$ cat src/rtl/pwm_demod_if.sv
// Signal bundle between the PWM receive pin and the demodulation datapath.
// valid/ready semantics: there is no ready. valid, period_err and loss are
// one-cycle strobes that are never stalled, so the consumer must capture
// duty_out/amp_out in the cycle valid is high. duty_out, amp_out and lock are
// levels that hold between updates. state_dbg exposes the frame FSM state.
interface pwm_demod_if #(
  parameter int CNT_W = 9
);
  logic             pwm_in;
  logic [CNT_W-1:0] duty_out;
  logic [7:0]       amp_out;
  logic             valid;
  logic             period_err;
  logic             lock;
  logic             loss;
  logic [1:0]       state_dbg;

  // Source side: drives the pin and observes the results.
  modport master (
    output pwm_in,
    input  duty_out, amp_out, valid, period_err, lock, loss, state_dbg
  );

  // Demodulator side.
  modport slave (
    input  pwm_in,
    output duty_out, amp_out, valid, period_err, lock, loss, state_dbg
  );
endinterface

$ cat src/rtl/pwm_demod.sv
// PWM demodulator: measures the high time and period of each PWM frame,
// publishes the duty count and an 8-bit amplitude for frames whose period
// equals FRAME, and flags bad periods and loss of signal.
module pwm_demod #(
  parameter int FRAME   = 16,
  parameter int CNT_W   = 9,
  parameter int TIMEOUT = 64
) (
  input  logic         clock,
  input  logic         reset_n,
  pwm_demod_if.slave   bus
);

  typedef enum logic [1:0] {
    HUNT = 2'd0,
    HIGH = 2'd1,
    LOW  = 2'd2
  } state_e;

  localparam logic [CNT_W-1:0] FRAME_C   = CNT_W'(FRAME);
  localparam logic [CNT_W-1:0] TIMEOUT_C = CNT_W'(TIMEOUT);
  localparam int               SCALE     = 256 / FRAME;
  localparam int               PW        = CNT_W + 9;

  logic             s1_q, s1_d, s2_q, s2_d, s3_q, s3_d;
  logic [1:0]       fill_q, fill_d;
  logic             armed_q, armed_d;
  logic [CNT_W-1:0] cnt_q, cnt_d;
  state_e           state_q, state_d;
  logic [CNT_W-1:0] high_cap_q, high_cap_d;
  logic [1:0]       good_q, good_d;
  logic [CNT_W-1:0] duty_q, duty_d;
  logic [7:0]       amp_q, amp_d;
  logic             valid_q, valid_d;
  logic             perr_q, perr_d;
  logic             lock_q, lock_d;
  logic             loss_q, loss_d;

  logic             rise, fall, timed_out;
  logic [PW-1:0]    prod;
  logic [7:0]       amp_calc;

  // Next-state logic: synchronizer, edge detect, cycle counter and frame FSM.
  always_comb begin
    s1_d      = bus.pwm_in;
    s2_d      = s1_q;
    s3_d      = s2_q;
    rise      = s2_q & ~s3_q;
    fall      = ~s2_q & s3_q;
    // s2 only reflects the pin two cycles after reset; a rise is accepted in
    // HUNT only once a genuine low level has been seen, so a pin that is
    // already high at reset release does not start a frame.
    fill_d    = {fill_q[0], 1'b1};
    armed_d   = armed_q | (fill_q[1] & ~s2_q);
    timed_out = (cnt_q == TIMEOUT_C);

    if (rise)           cnt_d = CNT_W'(1);
    else if (timed_out) cnt_d = cnt_q;
    else                cnt_d = cnt_q + CNT_W'(1);

    prod     = PW'(high_cap_q) * PW'(SCALE);
    amp_calc = (prod > PW'(255)) ? 8'hFF : prod[7:0];

    state_d    = state_q;
    high_cap_d = high_cap_q;
    good_d     = good_q;
    duty_d     = duty_q;
    amp_d      = amp_q;
    lock_d     = lock_q;
    valid_d    = 1'b0;
    perr_d     = 1'b0;
    loss_d     = 1'b0;

    case (state_q)
      HUNT: begin
        if (rise && armed_q) state_d = HIGH;
      end
      HIGH: begin
        if (timed_out) begin
          loss_d  = 1'b1;
          lock_d  = 1'b0;
          good_d  = 2'd0;
          state_d = HUNT;
        end else if (fall) begin
          high_cap_d = cnt_q;
          state_d    = LOW;
        end
      end
      LOW: begin
        if (timed_out) begin
          loss_d  = 1'b1;
          lock_d  = 1'b0;
          good_d  = 2'd0;
          state_d = HUNT;
        end else if (rise) begin
          if (cnt_q == FRAME_C) begin
            duty_d  = high_cap_q;
            amp_d   = amp_calc;
            valid_d = 1'b1;
            if (good_q != 2'd2) good_d = good_q + 2'd1;
            lock_d  = (good_q != 2'd0);
          end else begin
            perr_d = 1'b1;
            good_d = 2'd0;
            lock_d = 1'b0;
          end
          // This rise also opens the next frame.
          state_d = HIGH;
        end
      end
      default: state_d = HUNT;
    endcase
  end

  // State and output registers, cleared asynchronously by reset_n.
  always_ff @(posedge clock or negedge reset_n) begin
    if (!reset_n) begin
      s1_q       <= 1'b0;
      s2_q       <= 1'b0;
      s3_q       <= 1'b0;
      fill_q     <= 2'b00;
      armed_q    <= 1'b0;
      cnt_q      <= '0;
      state_q    <= HUNT;
      high_cap_q <= '0;
      good_q     <= 2'd0;
      duty_q     <= '0;
      amp_q      <= 8'd0;
      valid_q    <= 1'b0;
      perr_q     <= 1'b0;
      lock_q     <= 1'b0;
      loss_q     <= 1'b0;
    end else begin
      s1_q       <= s1_d;
      s2_q       <= s2_d;
      s3_q       <= s3_d;
      fill_q     <= fill_d;
      armed_q    <= armed_d;
      cnt_q      <= cnt_d;
      state_q    <= state_d;
      high_cap_q <= high_cap_d;
      good_q     <= good_d;
      duty_q     <= duty_d;
      amp_q      <= amp_d;
      valid_q    <= valid_d;
      perr_q     <= perr_d;
      lock_q     <= lock_d;
      loss_q     <= loss_d;
    end
  end

  assign bus.duty_out   = duty_q;
  assign bus.amp_out    = amp_q;
  assign bus.valid      = valid_q;
  assign bus.period_err = perr_q;
  assign bus.lock       = lock_q;
  assign bus.loss       = loss_q;
  assign bus.state_dbg  = state_q;

endmodule
$ cat src/flat_wrapper.sv
// flat-port wrapper written by rule: the top's interface ports become plain ports
module pwm_demod_flat 
#(
  parameter int FRAME   = 16,
  parameter int CNT_W   = 9,
  parameter int TIMEOUT = 64
)
  (clock, reset_n, bus_pwm_in, bus_duty_out, bus_amp_out, bus_valid, bus_period_err, bus_lock, bus_loss, bus_state_dbg);
  pwm_demod_if #(.CNT_W(CNT_W)) bus_i ();
  input  logic clock;
  input  logic reset_n;
  input wire logic [$bits(bus_i.pwm_in)-1:0] bus_pwm_in;
  output wire logic [$bits(bus_i.duty_out)-1:0] bus_duty_out;
  output wire logic [$bits(bus_i.amp_out)-1:0] bus_amp_out;
  output wire logic [$bits(bus_i.valid)-1:0] bus_valid;
  output wire logic [$bits(bus_i.period_err)-1:0] bus_period_err;
  output wire logic [$bits(bus_i.lock)-1:0] bus_lock;
  output wire logic [$bits(bus_i.loss)-1:0] bus_loss;
  output wire logic [$bits(bus_i.state_dbg)-1:0] bus_state_dbg;
  assign bus_i.pwm_in = bus_pwm_in;
  assign bus_duty_out = bus_i.duty_out;
  assign bus_amp_out = bus_i.amp_out;
  assign bus_valid = bus_i.valid;
  assign bus_period_err = bus_i.period_err;
  assign bus_lock = bus_i.lock;
  assign bus_loss = bus_i.loss;
  assign bus_state_dbg = bus_i.state_dbg;
  pwm_demod #(.FRAME(FRAME), .CNT_W(CNT_W), .TIMEOUT(TIMEOUT)) u_core (.clock(clock), .reset_n(reset_n), .bus(bus_i));
endmodule
$ cat config.mk
export PLATFORM = sky130hd
export DESIGN_NAME = pwm_demod_flat
export DESIGN_NICKNAME = d
export VERILOG_FILES = /design/src/rtl/pwm_demod_if.sv /design/src/rtl/pwm_demod.sv /design/src/flat_wrapper.sv
export SDC_FILE = /design/constraint.sdc
export NUM_CORES = 1
export LEC_CHECK = 0
export CELL_PAD_IN_SITES_DETAIL_PLACEMENT = 1
export CELL_PAD_IN_SITES_GLOBAL_PLACEMENT = 1
export CORE_MARGIN = 2
export CORE_UTILIZATION = 47
export DETAILED_ROUTE_END_ITERATION = 7
export MAX_ROUTING_LAYER = met4
export PLACE_DENSITY_LB_ADDON = 0.1
export SLEW_MARGIN = 20
export SYNTH_ARGS = -nofsm -noshare
export SYNTH_HDL_FRONTEND = slang
export SYNTH_SLANG_ARGS = --single-unit
$ cat constraint.sdc
create_clock -name clock -period 5.3 [get_ports clock]
set_clock_uncertainty 0.05 [all_clocks]
set_input_delay 1.06 -clock clock [delete_from_list [all_inputs] [get_ports clock]]
set_output_delay 1.06 -clock clock [all_outputs]
set_load 0.01 [all_outputs]
==> results of run 1 <==
[kinds of logic (layout without fill, tap and decap cells)]
family,after synthesis,after routing,synth area share [%]
flops,46,46,56.4
xor+xnor,8,8,3.44
buf+inv,20,45,5.03
other cells,1,1,0.184
compound gates,26,26,9.39
fa+ha+maj,8,8,4.91
mux,17,17,9.33
simple gates,40,40,11.3
[state kept, by name (all words and copies together) (netlist names), 2 cells and up]
signal and flops:
u_core.bus.duty_out 9, u_core.cnt_q 9, u_core.high_cap_q 9, u_core.bus.amp_out 5, u_core.bus.state_dbg 2, u_core.fill_q 2, u_core.good_q 2
[per-layer routing]
layer  part of all wire [%]  vias up  global-route usage [%]  wire (um)
met2                     53       30                    34.8       2260
met1                     42      665                    23.6       1800
met5                      0        -                       -          0
met3                    3.8        7                    5.05        164
met4                    1.8        0                    7.26         79
li1                       -      617                       -          -
[worst paths after layout]
path,to,start,cells after the start,slack (ns)
max in group asynchronous,u_core.bus.state_dbg[0],reset_n,1,4.12
hold / removal,u_core.fill_q[1],u_core.fill_q[0],0,0.31
hold reg to reg,u_core.fill_q[1],u_core.fill_q[0],0,0.31
setup reg to reg,u_core.bus.amp_out[5],u_core.cnt_q[1],6,2.79
setup / recovery,u_core.bus.amp_out[5],u_core.cnt_q[1],6,2.79
min in group asynchronous,u_core.bus.period_err,reset_n,1,0.68
[cell usage after synthesis (all sizes together)]
master   number  area share [%]
nor2b         2            0.61
or3           1            0.31
nand3         5             1.5
o22ai         1            0.31
nand2b        2            0.61
nor2          8             1.5
conb          1            0.18
dfrtp        46              56
a21o          7             2.6
and3          7             2.1
o311ai        1            0.43
buf           6             2.5
o21ai         2            0.49
a31oi         2            0.61
clkbuf        2            0.37
nand3b        2            0.74
mux2         16             8.8
a21oi         5             1.4
or4b          2            0.98
or2           2            0.61
or4           1            0.55
xnor2         4             1.7
nor3          3            0.74
xor2          4             1.7
nand2         4            0.74
o211ai        1            0.37
mux2i         1            0.49
ha            8             4.9
o221a         1            0.55
inv          12             2.2
and2          1            0.31
a211o         4             1.7
o2111ai       1            0.43
o311a         1            0.49
[power by group]
group / leakage [nW] / switching [mW] / internal (mW) / total [mW]
combinational: 0.543 / 0.101 / 0.0904 / 0.191
sequential: 0.611 / 0.0423 / 0.389 / 0.431
clock: 0.0447 / 0.124 / 0.0952 / 0.220
[final cells by class]
cell class / instances / area [um2] / area share (%)
inverters: 12 / 45.0 / 1.89
flip-flops and latches: 46 / 1150 / 48.2
well taps: 50 / 62.6 / 2.62
clock inverters: 3 / 25.0 / 1.05
clock buffers: 5 / 68.8 / 2.88
multi-input cells: 100 / 786 / 32.9
repair buffers: 25 / 248 / 10.4
==> flow_metrics.py, run 1 <==
metrics = {
    "run_status": {
        "outcome": "finished, final reports clean",
    },
    "sta": {
        "tns_ns": 0,
        "tightest_slew_ns": 1.05,
        "slew_headroom_pct": 29.9,
        "finalHoldViolations": 0,
        "hold_ws_ns": 0.312,
        "max_freq_mhz": 398,
        "setup_ws_ns": 2.79,
        "setup_viol": 0,
        "timing.final.crit_share_pct": 47.4,
        "slew_violations": 0,
        "rsz0062_at_grt": "no",
        "fin_crit_ns": 2.51,
    },
    "worst_setup_path": {
        "worstSetupPathType": "reg -> reg",
        "required_ns": 5.50,
        "critPathBufInv": 1,
        "critPathMaxStageDelay_ns": 0.72,
        "end_kind": "register",
        "cp_max_fo": 16,
        "path_cells": "inv_1, ha_1, or4b_1, or4_4, a21oi_2, a211o_1",
        "startpoint_type": "register",
        "slowest_stage": "or4_4",
        "critPathArrivalTime_ns": 2.71,
        "cp_top_family": "simple AND/OR/NAND/NOR gates",
    },
    "global_route": {
        "antenna_found_initial": 0,
        "grt_max_degree": 47,
        "overflow": 0,
        "grt_pass1_vias": 1494,
        "grt_first_pass_wirelength_um": 7430,
        "gr-usage-all-layers_pct": 20.5,
    },
    "layout": {
        "fill_cells": 415,
        "layoutNonFillerInstCount": 241,
        "layout-drive-gt1-share_pct": 16.8,
        "nNetsFinal": 201,
        "final_cell_area_um2": 2390,
        "post-route-util_pct": 58.4,
        "layout_commonest_cell": "dfrtp_1",
        "num_antenna_cells": 0,
        "layout_common_cells": "dfrtp_1, clkdlybuf4s50_1, mux2_2",
        "area_delta_synth_final_pct": 17.0,
    },
    "power_and_ir_drop": {
        "total_power_mw": 0.842,
        "ir_worst_vdd_mv": 0.192,
        "leakage_nw": 1.20,
        "power_density_nw_per_um2": 353,
    },
    "die": {
        "fp.coreArea_um2": 4090,
        "die_height_um": 69.9,
        "io_pins": 26,
        "die-area_um2": 4880,
        "die_x_um": 69.9,
        "start_util_pct": 49.9,
        "num_rows": 23,
    },
    "clocking": {
        "postCtsSetupBuffers": 0,
        "numCtsBuffers": 5,
        "cts_root_buf": "clkbuf_8",
        "cts_tree": "done",
        "cts_resized": 0,
        "postCtsHoldBufs": 0,
        "cts.clk_slew.worst_paths_ns": 0.09,
        "clk_latency_ns": 0.31,
        "cts_buffer_depth": 2,
        "h-tree-depth": 2,
        "cts_sinks": 46,
    },
    "placed_design": {
        "dpl.cell_count": 233,
        "place_area_um2": 2290,
        "portBuffers": 25,
        "place_ws_ns": 2.81,
        "routabilityCongestion": 0.821,
        "dp_hpwl_um": 3020,
    },
    "detailed_routing": {
        "vias": 1319,
        "via_per_inst": 5.47,
        "post-route-drc-count": 0,
        "ant_nets": 0,
        "firstDrtPassIters": 4,
        "wl_per_cell_um": 17.9,
        "drtIter0Drc": 47,
        "wirelength_um": 4300,
    },
    "yosys": {
        "syn_area_per_cell_um2": 12.3,
        "yosys_warnings": 0,
        "syn_nets": 177,
        "ys_ff_latch": 46,
        "ys_seq_area_share_pct": 56.4,
        "synth_area_um2": 2040,
        "synth.distinct_cells": 39,
        "syn_inst": 166,
    },
    "flow_run": {
        "max_cap_violations": 0,
    },
    "worst_hold_path": {
        "min_path_type": "reg -> reg",
    },
}
(Power assumes the default switching activity.)
==> inputs of run 2 (changes only) <==
- CORE_UTILIZATION: 47 -> 44
- clock period: 5.3 -> 2.5 ns (I/O delays scaled with it)
==> run 2 against run 1 <==
Combinational power grew 130%. Largest cell class unchanged. Die area increased by 6.4%. Via count up 3.3%. Total power grew 140%. Count of clock-buffer cells in the layout increased by 1. Sequential cell count unchanged. Clock power rose to 3.1 times the previous value. Non-clock buffer count is 9 higher. Design area is 5.0% higher.
==> flow_metrics.py, run 2 (synthesis gave the netlist of run 1 again) <==
metrics = {
    "detailed_routing": {
        "firstDrtPassIters": 4,
        "vias": 1362,
        "post-route-drc-count": 0,
        "wl_per_cell_um": 17.4,
        "wirelength_um": 4380,
        "drtIter0Drc": 50,
        "ant_nets": 0,
        "via_per_inst": 5.40,
    },
    "layout": {
        "multiInputGateArea_um2": 786,
        "layout_common_cells": "dfrtp_1, clkdlybuf4s50_1, mux2_2",
        "area_delta_synth_final_pct": 22.8,
        "regArea_um2": 1150,
        "layout_commonest_cell": "dfrtp_1",
        "final_cell_area_um2": 2500,
        "layout-drive-gt1-share_pct": 20.0,
        "nNetsFinal": 210,
        "fill_cells": 457,
        "num_antenna_cells": 0,
    },
    "worst_setup_path": {
        "cp_max_fo": 16,
        "critPathArrivalTime_ns": 2.54,
        "end_kind": "register",
        "slowest_stage": "or4_4",
        "path_cells": "inv_1, ha_1, or4b_1, or4_4, a21oi_2, a211o_1",
        "critPathMaxStageDelay_ns": 0.69,
        "worstSetupPathType": "reg -> reg",
        "required_ns": 2.70,
        "startpoint_type": "register",
    },
    "global_route": {
        "grt_first_pass_wirelength_um": 7280,
        "grt_max_degree": 21,
        "overflow": 0,
        "grt_pass1_vias": 1436,
        "antenna_found_initial": 0,
        "gr-usage-all-layers_pct": 19.4,
    },
    "power_and_ir_drop": {
        "internal_power_mw": 1.46,
        "p_sw_mw": 0.549,
        "power_frac_comb_pct": 21.5,
        "seqPwrFrac_pct": 44.6,
        "switching_share_pct": 27.3,
        "power_density_nw_per_um2": 802,
        "power_frac_clock_pct": 33.9,
        "leakage_nw": 1.27,
        "ir_worst_vdd_mv": 0.616,
    },
    "worst_hold_path": {
        "min_path_type": "reg -> reg",
    },
    "run_status": {
        "outcome": "finished, final reports clean",
    },
    "die": {
        "start_util_pct": 46.2,
        "num_rows": 24,
        "fp.coreArea_um2": 4410,
        "die_x_um": 72.1,
        "die-area_um2": 5200,
        "io_pins": 26,
        "die_height_um": 72.1,
    },
    "placed_design": {
        "dp_hpwl_um": 3130,
        "portBuffers": 25,
        "place_area_um2": 2350,
        "place_ws_ns": 0.176,
        "routabilityCongestion": 0.812,
    },
    "clocking": {
        "cts.clk_slew.worst_paths_ns": 0.09,
        "cts_sinks": 46,
        "cts_root_buf": "clkbuf_8",
        "cts_buffer_depth": 2,
        "cts_tree": "done",
        "cts_resized": 0,
        "clk_latency_ns": 0.30,
        "numCtsBuffers": 5,
        "h-tree-depth": 2,
    },
    "sta": {
        "tightest_slew_ns": 0.510,
        "max_freq_mhz": 427,
        "slew_violations": 0,
        "slew_headroom_pct": 65.7,
        "tns_ns": 0,
        "setup_ws_ns": 0.160,
        "fin_crit_ns": 2.34,
        "setup_viol": 0,
        "finalHoldViolations": 0,
        "timing.final.crit_share_pct": 93.6,
        "rsz0062_at_grt": "no",
    },
    "flow_run": {
        "max_cap_violations": 0,
    },
}
-- run 2: cell types whose count changed in the layout (fill, tap and decap cells not counted), sizes merged --
cell	delta
clkinv	-1
dlygate4sd3	+1
inv	-1
buf	+8
clkinvlp	-1
clkbuf	+1
bufinv	+2
-- run 2: layout make-up --
class | instances | area share [%]
Clock buffer | 6 | 3.30
Clock inverter | 2 | 2.40
Sequential cell | 46 | 46.0
Tap cell | 52 | 2.60
Timing Repair Buffer | 34 | 12.6
Inverter | 12 | 1.80
Multi-Input combinational cell | 100 | 31.4
-- run 2: critical path: cells and delay by family (launching register included) --
family	cells	cell delay, ns
AOI/OAI and AO/OA	2	0.41
adders and majority gates	1	0.12
buffers and inverters	1	0.08
DFF	1	0.45
and+or+nand+nor	2	1.17
-- run 2: per-layer routing --
layer  track usage (%)  share of wire [%]  vias to the layer above
met2              30.7                 50                       27
met4              5.66                1.2                        0
li1                  -                  -                      630
met3              5.00                4.0                        6
met1              24.7                 45                      699
met5                 -                  0                        -
-- run 2: stage by stage --
stage,instances,utilization (%),hold WS [ns],power (mW)
2_1_floorplan,166,-,0.154,1.17
3_3_place_gp,243,53.3,0.282,1.31
3_5_place_dp,243,53.3,0.292,1.33
4_1_cts,252,56.7,0.311,2.03
5_1_grt,252,56.7,0.327,2.12
6_report,252,56.7,0.310,2.01
-- run 2: path summary, 6_finish.rpt --
kind                                     endpoint             start  cells past startpoint  slack (ns)
max reg2reg                 u_core.bus.amp_out[6]   u_core.cnt_q[1]                      6        0.16
max in group asynchronous  u_core.bus.duty_out[5]           reset_n                      3        1.37
min in group asynchronous        u_core.good_q[1]           reset_n                      2        0.52
min                              u_core.fill_q[1]  u_core.fill_q[0]                      0        0.31
max                         u_core.bus.amp_out[6]   u_core.cnt_q[1]                      6        0.16
min reg2reg                      u_core.fill_q[1]  u_core.fill_q[0]                      0        0.31
-- run 2: power groups by stage --
stage | Clock [mW] | Combinational (mW) | Sequential [mW]
after floorplan | 0 | 0.279 | 0.896
after global placement | 0 | 0.405 | 0.901
after detailed placement | 0 | 0.422 | 0.910
after CTS | 0.697 | 0.435 | 0.898
after global routing | 0.729 | 0.477 | 0.911
final | 0.681 | 0.433 | 0.896
-- run 2: timing repair --
action,CTS,global route
hold endpoints to repair,8,0
hold buffers,1,0
setup buffers,0,0
==> inputs of run 3 (changes only) <==
- CAP_MARGIN: not set -> 40
- GPL_ROUTABILITY_DRIVEN: not set -> 0
==> results of run 3 <==
Final layout, timing and power as in run 2 (identical DEF).
